===== config.mk =====
export PLATFORM = sky130hd
export DESIGN_NAME = cbus_arbiter
export DESIGN_NICKNAME = d
export VERILOG_FILES = /design/src/rtl/cbus_arbiter_pkg.sv /design/src/rtl/cbus_arbiter_rr_pick.sv /design/src/rtl/cbus_arbiter.sv
export SDC_FILE = /design/constraint.sdc
export NUM_CORES = 1
export LEC_CHECK = 0
export CAP_MARGIN = 0
export CORE_AREA = 2 2 136 138
export DETAILED_ROUTE_END_ITERATION = 6
export DIE_AREA = 0 0 138 140
export PLACE_DENSITY = 0.54
export SLEW_MARGIN = 20
export SYNTH_ARGS = -nofsm -noshare
export SYNTH_HDL_FRONTEND = slang
export SYNTH_SLANG_ARGS = --single-unit

===== constraint.sdc =====
create_clock -name clk -period 1 [get_ports clk]
set_input_delay 0.15 -clock clk [delete_from_list [all_inputs] [get_ports clk]]
set_output_delay 0.15 -clock clk [all_outputs]
set_load 0.03 [all_outputs]

===== src/rtl/cbus_arbiter_pkg.sv =====
// Shared CBus request/response types and arbiter state encoding.
// Imported by the arbiter top and its round-robin picker.
package cbus_arbiter_pkg;

   localparam int CBUS_ADDR_W = 32;
   localparam int CBUS_DATA_W = 32;
   localparam int CBUS_LEN_W  = 8;

   typedef struct packed {
      logic                     valid;
      logic                     is_write;
      logic [2:0]               size;
      logic [CBUS_ADDR_W-1:0]   addr;
      logic [CBUS_DATA_W/8-1:0] strobe;
      logic [CBUS_DATA_W-1:0]   data;
      logic [CBUS_LEN_W-1:0]    len;
   } cbus_req_t;

   typedef struct packed {
      logic                   ready;
      logic                   last;
      logic [CBUS_DATA_W-1:0] data;
   } cbus_resp_t;

   typedef enum logic {CBUS_ARB_IDLE, CBUS_ARB_BUSY} cbus_arb_state_t;

   // Grant index width; a single requester still needs a 1-bit index.
   function automatic int cbus_idx_w(input int n);
      return (n > 1) ? $clog2(n) : 1;
   endfunction

endpackage


===== src/rtl/cbus_arbiter_rr_pick.sv =====
// Combinational round-robin picker: first set bit of valid found scanning
// ptr, ptr+1, ... with wrap modulo N.
module rr_pick #(
   parameter int N     = 2,
   parameter int IDX_W = 1
) (
   input  logic [N-1:0]     valid,
   input  logic [IDX_W-1:0] ptr,
   output logic             any,
   output logic [IDX_W-1:0] idx
);

   logic [IDX_W-1:0] cand_idx [N];
   logic [N-1:0]     cand_valid;

   // Candidate gi is the index visited gi steps after ptr.
   for (genvar gi = 0; gi < N; gi++) begin : g_cand
      logic [IDX_W:0] sum;
      assign sum            = {1'b0, ptr} + (IDX_W+1)'(gi);
      assign cand_idx[gi]   = (sum >= (IDX_W+1)'(N)) ? IDX_W'(sum - (IDX_W+1)'(N))
                                                     : IDX_W'(sum);
      assign cand_valid[gi] = valid[cand_idx[gi]];
   end

   always_comb begin
      any = 1'b0;
      idx = '0;
      for (int k = N - 1; k >= 0; k--) begin
         if (cand_valid[k]) begin
            any = 1'b1;
            idx = cand_idx[k];
         end
      end
   end

endmodule


===== src/rtl/cbus_arbiter.sv =====
// Round-robin CBus arbiter: one requester owns the downstream port for a whole
// locked burst; one IDLE cycle separates consecutive grants.
module cbus_arbiter
   import cbus_arbiter_pkg::*;
#(
   parameter int NUM_INPUTS = 2
) (
   input  logic       clk,
   input  logic       reset,
   input  cbus_req_t  ireqs  [NUM_INPUTS],
   output cbus_resp_t iresps [NUM_INPUTS],
   output cbus_req_t  oreq,
   input  cbus_resp_t oresp
);

   localparam int IDX_W = cbus_idx_w(NUM_INPUTS);

   cbus_arb_state_t  state_reg, state_next;
   logic [IDX_W-1:0] sel_reg, sel_next;
   logic [IDX_W-1:0] ptr_reg, ptr_next;

   logic [NUM_INPUTS-1:0] valid_vec;
   logic                  pick_any;
   logic [IDX_W-1:0]      pick_idx;
   logic                  busy;

   for (genvar gi = 0; gi < NUM_INPUTS; gi++) begin : g_valid
      assign valid_vec[gi] = ireqs[gi].valid;
   end

   rr_pick #(
      .N     (NUM_INPUTS),
      .IDX_W (IDX_W)
   ) u_rr_pick (
      .valid (valid_vec),
      .ptr   (ptr_reg),
      .any   (pick_any),
      .idx   (pick_idx)
   );

   always_comb begin
      state_next = state_reg;
      sel_next   = sel_reg;
      ptr_next   = ptr_reg;
      case (state_reg)
         CBUS_ARB_IDLE: begin
            if (pick_any) begin
               state_next = CBUS_ARB_BUSY;
               sel_next   = pick_idx;
            end
         end
         CBUS_ARB_BUSY: begin
            // Hold the grant until the slave ends the burst, regardless of valid.
            if (oresp.ready && oresp.last) begin
               state_next = CBUS_ARB_IDLE;
               ptr_next   = (sel_reg == IDX_W'(NUM_INPUTS - 1)) ? '0 : sel_reg + 1'b1;
            end
         end
         default: state_next = CBUS_ARB_IDLE;
      endcase
   end

   always_ff @(posedge clk or posedge reset) begin
      if (reset) begin
         state_reg <= CBUS_ARB_IDLE;
         sel_reg   <= '0;
         ptr_reg   <= '0;
      end else begin
         state_reg <= state_next;
         sel_reg   <= sel_next;
         ptr_reg   <= ptr_next;
      end
   end

   assign busy = (state_reg == CBUS_ARB_BUSY);
   assign oreq = busy ? ireqs[sel_reg] : '0;

   for (genvar gi = 0; gi < NUM_INPUTS; gi++) begin : g_resp
      assign iresps[gi] = (busy && (sel_reg == IDX_W'(gi))) ? oresp : '0;
   end

endmodule


==> flow_metrics.env, run 1 <==
export IMPL_power_density_nw_per_um2=1480
export IMPL_rows=49
export IMPL_fp_coreArea_um2=17800
export IMPL_chipWidth_um=138
export IMPL_crit_type="reg -> out"
export IMPL_tightest_slew_ps=216
export IMPL_worstPathCellList="buf_12 > clkbuf_16 > mux2i_1 > nor2b_2 > buf_4"
export IMPL_relSlewSlack=0.852
export IMPL_dp_cells=833
export IMPL_cp_required_ps=850
export IMPL_track_usage=0.124
export IMPL_violations="setup timing"
export IMPL_drt_pass1_iterations=4
export IMPL_crit_buf_inv=3
export IMPL_crit_family="buffers and inverters"
export IMPL_ant_nets=0
export IMPL_rsz0062_at_grt="yes"
export IMPL_fillerInstances=1721
export IMPL_cts_sinks=3
export IMPL_drive_above_1_share=0.590
export IMPL_htree_levels=1
export IMPL_startpoint_type="register"
export IMPL_crit_fanout=10
export IMPL_syn_area_um2=2150
export IMPL_grt_pass1_wl_um=19800
export IMPL_die_area_um2=19300
export IMPL_final_cell_mix="clkdlybuf4s50_1 (197), buf_6 (128), nor2b_2 (80), mux2i_1 (54), buf_4 (27)"
export IMPL_grt_max_degree=46
export IMPL_syn_nets=470
export IMPL_root_buffer="clkbuf_16"
export IMPL_via_per_inst=3.97
export IMPL_grt_overflow_total=0
export IMPL_peakVddDrop_mv=0.632
export IMPL_start_util=0.121
export IMPL_drt_iter0_drc=56
export IMPL_io_pins=347
export IMPL_arrival_ps=1540
export IMPL_cts_clk_slew_worst_paths_ps=30
export IMPL_syn_inst=272
export IMPL_skew_ps=3.19
export IMPL_synth_seq_cells=3
export IMPL_route_detailed_drc=0
export IMPL_place_hpwl_um=10200
export IMPL_port_buffers=346
export IMPL_period_share=1.69
export IMPL_antenna_found_initial=0
export IMPL_final_max_slew_viol_count=0
export IMPL_end_kind="primary output"
export IMPL_avgRoutedWirePerCell_um=15.8
export IMPL_hold_buffers=0
export IMPL_cts_inserted_buffers=3
export IMPL_mostFrequentLayoutCell="clkdlybuf4s50_1"
export IMPL_clockBufferDepth=2
export IMPL_fmax_mhz=591
export IMPL_wirelength_um=13500
export IMPL_cts_tree="yes"
export IMPL_hold_viol=0
export IMPL_fin_ws_ps=-692
export IMPL_cap_viol_max_count=0
export IMPL_finalCriticalPeriod_ps=1690
export IMPL_diodes=0
export IMPL_vias=3395
export IMPL_first_global_vias=3684
export IMPL_nNetsFinal=826
export IMPL_yosysWarnings=0
export IMPL_crit_slowest_cell="dfrtp_4"
export IMPL_die_h_um=140
export IMPL_clock_latency_ps=230
export IMPL_leakage_nw=3.15
export IMPL_ys_seq_area_frac=0.0349
export IMPL_setup_tns_ps=-89490
export IMPL_stdcell_count=856
export IMPL_status="complete, but fails checks"
export IMPL_hp_class="in -> async"
export IMPL_setup_viol=152
export IMPL_syn_avg_cell_area_um2=7.90
export IMPL_slowest_delay_ps=430
export IMPL_area_delta_synth_final_pct=229
export IMPL_globalplace_congestion=0.820
export IMPL_netlist_cell_type_count=18
==> per-layer routing <==
metal  part of all wire  GRT usage  wire length (um)  vias to the layer above
met5                  0          0                 0                        -
met3              0.087     0.0369              1170                       10
li1                   -          -                 -                     1627
met2               0.55      0.248              7430                      223
met1               0.36      0.132              4810                     1535
met4             0.0073     0.0129                99                        0
==> report_power, final <==
part,switching (mW),internal (mW),total [mW]
clock network,0.122,0.527,0.650
registers,0.0344,0.157,0.191
logic,4.55,5.06,9.62
total,4.71,5.75,10.5
==> worst reg2reg max path, delay by kind of cell, from the launching register on <==
family	cells	cell delay, ps
AND/OR/NAND/NOR	1	180
AO/OA/AOI/OAI	1	70
flip-flops	1	430
buffers and inverters	2	330
==> cell type report <==
type | instances | area, um^2 | share of cell area
multi-input combinational | 239 | 2370 | 0.336
inverter | 1 | 3.75 | 0.000531
tap | 229 | 287 | 0.0405
clock buffer | 4 | 78.8 | 0.0112
timing repair buffer | 380 | 4240 | 0.600
sequential | 3 | 80.1 | 0.0113
==> repair_timing <==
action                     CTS  global route
gates resized for setup    114            85
cloned                       3             7
setup buffers                5             5
pin swaps                    0             4
setup endpoints to repair  152           152
==> final timing paths <==
path | startpoint | to | slack (ps) | cells past startpoint
worst max-delay path | sel_reg | oreq[26] | -690 | 5
worst min-delay path | reset | ptr_reg | 100 | 2
worst max register to register | busy | busy | -130 | 4
worst min register to register | ptr_reg | sel_reg | 590 | 2
max in group asynchronous | reset | sel_reg | 740 | 2
min in group clk | ptr_reg | sel_reg | 590 | 2
==> metrics by stage <==
step           hold WS (ps)  power, mW  instance area [um^2]   util  setup WS (ps)
6_report               98.4       10.5                  7070  0.398           -692
5_1_grt                 109       11.0                  7070  0.398           -747
4_1_cts                99.6       9.57                  6560  0.369           -669
3_5_place_dp            338       7.96                  5950  0.334           -444
3_3_place_gp            341       7.93                  5950  0.334           -420
2_1_floorplan         -96.4       5.13                  2520      -           -237
==> logic make-up after synthesis <==
family	Yosys count	synth area share
multiplexers	81	0.377
buffers and inverters	30	0.121
flip-flops	3	0.0349
AND/OR/NAND/NOR	154	0.450
AO/OA/AOI/OAI	4	0.0169
==> cell usage after synthesis, drive strengths merged <==
library cell | instances | area, um^2
nor2b | 84 | 533
mux2i | 81 | 811
and2 | 34 | 213
and3 | 34 | 213
buf | 16 | 203
clkbuf | 13 | 53.8
dfrtp | 3 | 75.1
a31oi | 2 | 12.5
a2bb2oi | 1 | 15.0
a41oi | 1 | 8.76
inv | 1 | 3.75
nand2 | 1 | 3.75
nor3 | 1 | 5.00
Note: power is estimated with default switching activity, not from simulation.
==> inputs of run 2 (changes only) <==
--- a/config.mk
+++ b/config.mk
@@ -10,7 +10,9 @@
 export DETAILED_ROUTE_END_ITERATION = 6
 export DIE_AREA = 0 0 138 140
 export PLACE_DENSITY = 0.54
+export RECOVER_POWER = 100
 export SLEW_MARGIN = 20
 export SYNTH_ARGS = -nofsm -noshare
 export SYNTH_HDL_FRONTEND = slang
 export SYNTH_SLANG_ARGS = --single-unit
+export TNS_END_PERCENT = 1
==> flow_metrics.env, run 2 (synthesized netlist as in run 1, its figures left out) <==
export IMPL_startpoint_type="register"
export IMPL_via_per_inst=3.88
export IMPL_skew_ps=1.61
export IMPL_slowest_delay_ps=510
export IMPL_avgRoutedWirePerCell_um=14.1
export IMPL_end_kind="primary output"
export IMPL_crit_type="reg -> out"
export IMPL_track_usage=0.114
export IMPL_first_global_vias=3540
export IMPL_wirelength_um=12000
export IMPL_die_h_um=140
export IMPL_grt_max_degree=63
export IMPL_timing_hold_ws_ps=252
export IMPL_rsz0062_at_grt="yes"
export IMPL_leakage_nw=2.90
export IMPL_final_max_slew_viol_count=0
export IMPL_grt_overflow_total=0
export IMPL_grt_pass1_wl_um=18400
export IMPL_root_buffer="clkbuf_16"
export IMPL_cp_required_ps=850
export IMPL_drive_above_1_share=0.326
export IMPL_wl_met3_um=1280
export IMPL_rr_startpoint="busy"
export IMPL_reg2regPathDepth=3
export IMPL_mostFrequentLayoutCell="clkdlybuf4s50_1"
export IMPL_clock_latency_ps=220
export IMPL_cts_tree="yes"
export IMPL_chipWidth_um=138
export IMPL_port_buffers=346
export IMPL_violations="setup timing"
export IMPL_period_share=1.67
export IMPL_antenna_found_initial=0
export IMPL_rr_endpoint="ptr_reg"
export IMPL_rows=49
export IMPL_finalCriticalPeriod_ps=1670
export IMPL_crit_fanout=34
export IMPL_drt_pass1_iterations=4
export IMPL_drt_iter0_drc=40
export IMPL_tightest_slew_ps=249
export IMPL_start_util=0.121
export IMPL_power_density_nw_per_um2=1440
export IMPL_hold_viol=0
export IMPL_vias=3304
export IMPL_cts_inserted_buffers=3
export IMPL_nNetsFinal=821
export IMPL_cap_viol_max_count=0
export IMPL_ant_nets=0
export IMPL_m1WireLength_um=4120
export IMPL_status="complete, but fails checks"
export IMPL_fmax_mhz=598
export IMPL_io_pins=347
export IMPL_setup_tns_ps=-86930
export IMPL_route_detailed_drc=0
export IMPL_final_cell_mix="clkdlybuf4s50_1 (196), buf_4 (87), mux2i_1 (81), nor2b_1 (76), buf_6 (72)"
export IMPL_hp_class="in -> async"
export IMPL_setup_viol=150
export IMPL_place_hpwl_um=9890
export IMPL_fin_ws_ps=-673
export IMPL_area_delta_synth_final_pct=187
export IMPL_diodes=0
export IMPL_wl_met2_um=6470
export IMPL_top_layer_used="met4"
export IMPL_cts_clk_slew_worst_paths_ps=30
export IMPL_htree_levels=1
export IMPL_dpl_cell_area_um2=5710
export IMPL_ff2ff_setup_slack_ps=-30
export IMPL_die_area_um2=19300
export IMPL_cts_sinks=3
export IMPL_crit_slowest_cell="dfrtp_4"
export IMPL_clockBufferDepth=2
export IMPL_dp_slack_ps=-442
export IMPL_relSlewSlack=0.829
export IMPL_fp_coreArea_um2=17800
export IMPL_worstPathCellList="buf_4 > nor2b_4 > buf_12 > and2_1 > buf_6"
export IMPL_fillerInstances=1846
export IMPL_globalplace_congestion=0.874
export IMPL_arrival_ps=1520
export IMPL_peakVddDrop_mv=0.809
export IMPL_final_area_um2=6170
==> run 2: power by group <==
group,internal (mW),switching [mW]
Clock,0.526,0.111
Combinational,4.01,4.06
Sequential,0.157,0.0407
Total,4.69,4.21
==> run 2: metrics by stage <==
step,std cells,util,total power [mW]
6_report,851,0.347,8.90
3_5_place_dp,845,0.321,7.75
3_3_place_gp,845,0.321,7.73
5_1_grt,851,0.347,9.37
4_1_cts,849,0.340,8.76
2_1_floorplan,272,-,4.64
==> run 2: worst max-delay path, delay by kind of cell (launching register included) <==
family,cells,cell delay (ps)
buf+inv,3,490
flops,1,510
simple gates,2,300
==> run 2: how the worst max path moves through the flow <==
stage / start / to / slack, ps
after global routing: sel_reg / oreq[40] / -740
after detailed placement: sel_reg / iresps[47] / -440
final: sel_reg / iresps[44] / -670
after CTS: sel_reg / iresps[47] / -680
after global placement: sel_reg / oreq[27] / -430
after floorplan: sel_reg / oreq[11] / -370
==> run 2: timing repair <==
item | in CTS | in global routing
hold buffers | 0 | 0
pin swaps | 0 | 1
gates resized for setup | 71 | 21
setup buffers | 0 | 1
cloned | 0 | 1
setup endpoints to repair | 152 | 152
==> run 2: routing by layer <==
layer / vias up / global-route usage
met4: 0 / 0.0134
met3: 10 / 0.0410
met2: 214 / 0.223
met5: - / 0
met1: 1455 / 0.119
li1: 1625 / -
==> run 2: final cells by class <==
class	count	area (um^2)	share of cell area
timing repair buffer	375	3830	0.620
multi-input combinational	239	1890	0.307
tap	229	287	0.0464
sequential	3	80.1	0.0130
clock buffer	4	78.8	0.0128
inverter	1	3.75	0.000608
==> inputs of run 3 (changes only) <==
--- a/config.mk
+++ b/config.mk
@@ -5,11 +5,12 @@
 export SDC_FILE = /design/constraint.sdc
 export NUM_CORES = 1
 export LEC_CHECK = 0
+export ABC_AREA = 1
 export CAP_MARGIN = 0
 export CORE_AREA = 2 2 136 138
 export DETAILED_ROUTE_END_ITERATION = 6
 export DIE_AREA = 0 0 138 140
-export PLACE_DENSITY = 0.54
+export PLACE_DENSITY = 0.52
 export RECOVER_POWER = 100
 export SLEW_MARGIN = 20
 export SYNTH_ARGS = -nofsm -noshare
==> flow_metrics.env, run 3 <==
export IMPL_status="complete, but fails checks"
export IMPL_violations="setup timing"
export IMPL_synth_common_cells="nand2_1 (167), nand3_1 (83), nor2_1 (70)"
export IMPL_drt_pass1_iterations=4
export IMPL_cts_sinks=3
export IMPL_track_usage=0.133
export IMPL_final_max_slew_viol_count=0
export IMPL_syn_nets=598
export IMPL_leakage_nw=3.06
export IMPL_worstPathCellList="buf_12 > nand3_1 > nand2_2 > buf_4"
export IMPL_cts_tree="yes"
export IMPL_final_util=0.376
export IMPL_clockBufferDepth=2
export IMPL_vias=3836
export IMPL_slowest_delay_ps=430
export IMPL_route_detailed_drc=0
export IMPL_yosys_area_share_simple=0.716
export IMPL_die_h_um=140
export IMPL_startpoint_type="register"
export IMPL_die_area_um2=19300
export IMPL_drt_iter0_drc=109
export IMPL_avgRoutedWirePerCell_um=13.8
export IMPL_synth_xor_area_frac=0
export IMPL_grt_overflow_total=0
export IMPL_finalCriticalPeriod_ps=1540
export IMPL_syn_area_um2=1860
export IMPL_synth_main_ff_cell="dfrtp_1"
export IMPL_grt_max_degree=59
export IMPL_yosys_cell_count_top_type="nand2_1"
export IMPL_hp_class="in -> async"
export IMPL_drive_above_1_share=0.456
export IMPL_crit_fanout=58
export IMPL_root_buffer="clkbuf_16"
export IMPL_io_pins=347
export IMPL_htree_levels=1
export IMPL_power_density_nw_per_um2=2850
export IMPL_chipWidth_um=138
export IMPL_syn_avg_cell_area_um2=4.64
export IMPL_arrival_ps=1390
export IMPL_synth_compound_area_share=0.00539
export IMPL_synth_edff_count=0
export IMPL_diodes=0
export IMPL_mostFrequentLayoutCell="clkdlybuf4s50_1"
export IMPL_tightest_slew_ps=288
export IMPL_final_cell_mix="clkdlybuf4s50_1 (196), buf_6 (95), nand2_1 (86), nand3_1 (80), nand2_2 (80)"
export IMPL_cap_viol_max_count=0
export IMPL_cts_clk_slew_worst_paths_ps=30
export IMPL_via_per_inst=3.91
export IMPL_globalplace_congestion=0.815
export IMPL_async_flop_share=1.00
export IMPL_place_hpwl_um=11000
export IMPL_yosysTopAreaCell="nand2_1"
export IMPL_clock_latency_ps=220
export IMPL_skew_ps=0.489
export IMPL_area_delta_synth_final_pct=260
export IMPL_fillerInstances=1827
export IMPL_fp_coreArea_um2=17800
export IMPL_ant_nets=0
export IMPL_timing_hold_ws_ps=240
export IMPL_total_power_mw=19.0
export IMPL_cts_inserted_buffers=3
export IMPL_ff2ff_setup_slack_ps=-130
export IMPL_muxShareOfSynthArea=0
export IMPL_synth_top_area_share=0.338
export IMPL_ys_seq_area_frac=0.0405
export IMPL_synth_fa_ha_area_frac=0
export IMPL_first_global_vias=3979
export IMPL_nNetsFinal=952
export IMPL_synth_area_top_cells="nand2_1 (34%), nand3_1 (22%), nor2_1 (14%), buf_6 (11%), inv_1 (7.5%)"
export IMPL_setup_viol=152
export IMPL_rows=49
export IMPL_relSlewSlack=0.808
export IMPL_cp_required_ps=850
export IMPL_period_share=1.54
export IMPL_start_util=0.104
export IMPL_synth_seq_cells=3
export IMPL_fmax_mhz=651
export IMPL_netlist_cell_type_count=14
export IMPL_yosysWarnings=0
export IMPL_syn_inst=400
export IMPL_peakVddDrop_mv=1.35
export IMPL_setup_tns_ps=-71000
export IMPL_crit_slowest_cell="dfrtp_2"
export IMPL_hold_buffers=0
export IMPL_grt_pass1_wl_um=21200
export IMPL_end_kind="primary output"
export IMPL_rsz0062_at_grt="yes"
export IMPL_wirelength_um=13600
export IMPL_crit_type="reg -> out"
export IMPL_fin_ws_ps=-535
export IMPL_synth_top_family_by_area="simple AND/OR/NAND/NOR gates"
export IMPL_port_buffers=346
export IMPL_antenna_found_initial=0
export IMPL_hold_viol=0
-- run 3: metal layers --
layer  wire (um)  GRT usage
met5           0          0
met4         187     0.0279
met3        1380     0.0424
met2        6960      0.240
met1        5050      0.155
-- run 3: logic make-up (layout without fill, tap and decap cells) --
logic type,count (synthesis),after routing
and+or+nand+nor,323,323
AOI/OAI and AO/OA,2,2
buffers and inverters,72,425
DFF,3,3
-- run 3: area by class of cell --
cell class	instances	area [um^2]	share of cell area
clock buffers	4	78.8	0.0118
inverters	39	161	0.0242
multi-input cells	325	2070	0.310
flip-flops and latches	3	77.6	0.0116
well taps	229	287	0.0429
repair buffers	382	4000	0.600
-- run 3: path summary, 6_finish.rpt --
check	start	cells after the start	to
min in group clk	ptr_reg	2	ptr_reg
setup reg to reg	busy	4	sel_reg
hold reg to reg	ptr_reg	2	ptr_reg
max in group asynchronous	reset	2	sel_reg
hold / removal	reset	2	busy
setup / recovery	busy	4	oreq[36]
-- run 3: critical path, delay by kind of cell (launching register included) --
family	cells	cell delay, ps
flip-flops	1	430
AND/OR/NAND/NOR	2	260
buffers and inverters	2	420
-- run 3: timing repair --
item | 4_1_cts | 5_1_grt
resized for setup | 98 | 20
setup buffers | 2 | 0
setup endpoints to repair | 152 | 152
pin swaps | 6 | 5
gates cloned | 2 | 0
-- run 3: through the flow --
step / std cells / setup slack, ps / cell area (um^2)
floorplan: 400 / -157 / 2540
global placement: 974 / -349 / 6060
detailed placement: 974 / -369 / 6060
CTS: 982 / -564 / 6590
global route: 982 / -620 / 6680
finish: 982 / -535 / 6680
-- run 3: power breakdown --
| part | total (mW) | leakage (nW) | internal, mW | switching [mW] |
|---|---|---|---|---|
| clock | 0.628 | 0.0382 | 0.525 | 0.102 |
| combinational | 18.1 | 2.99 | 7.59 | 10.5 |
| sequential | 0.300 | 0.0334 | 0.189 | 0.110 |
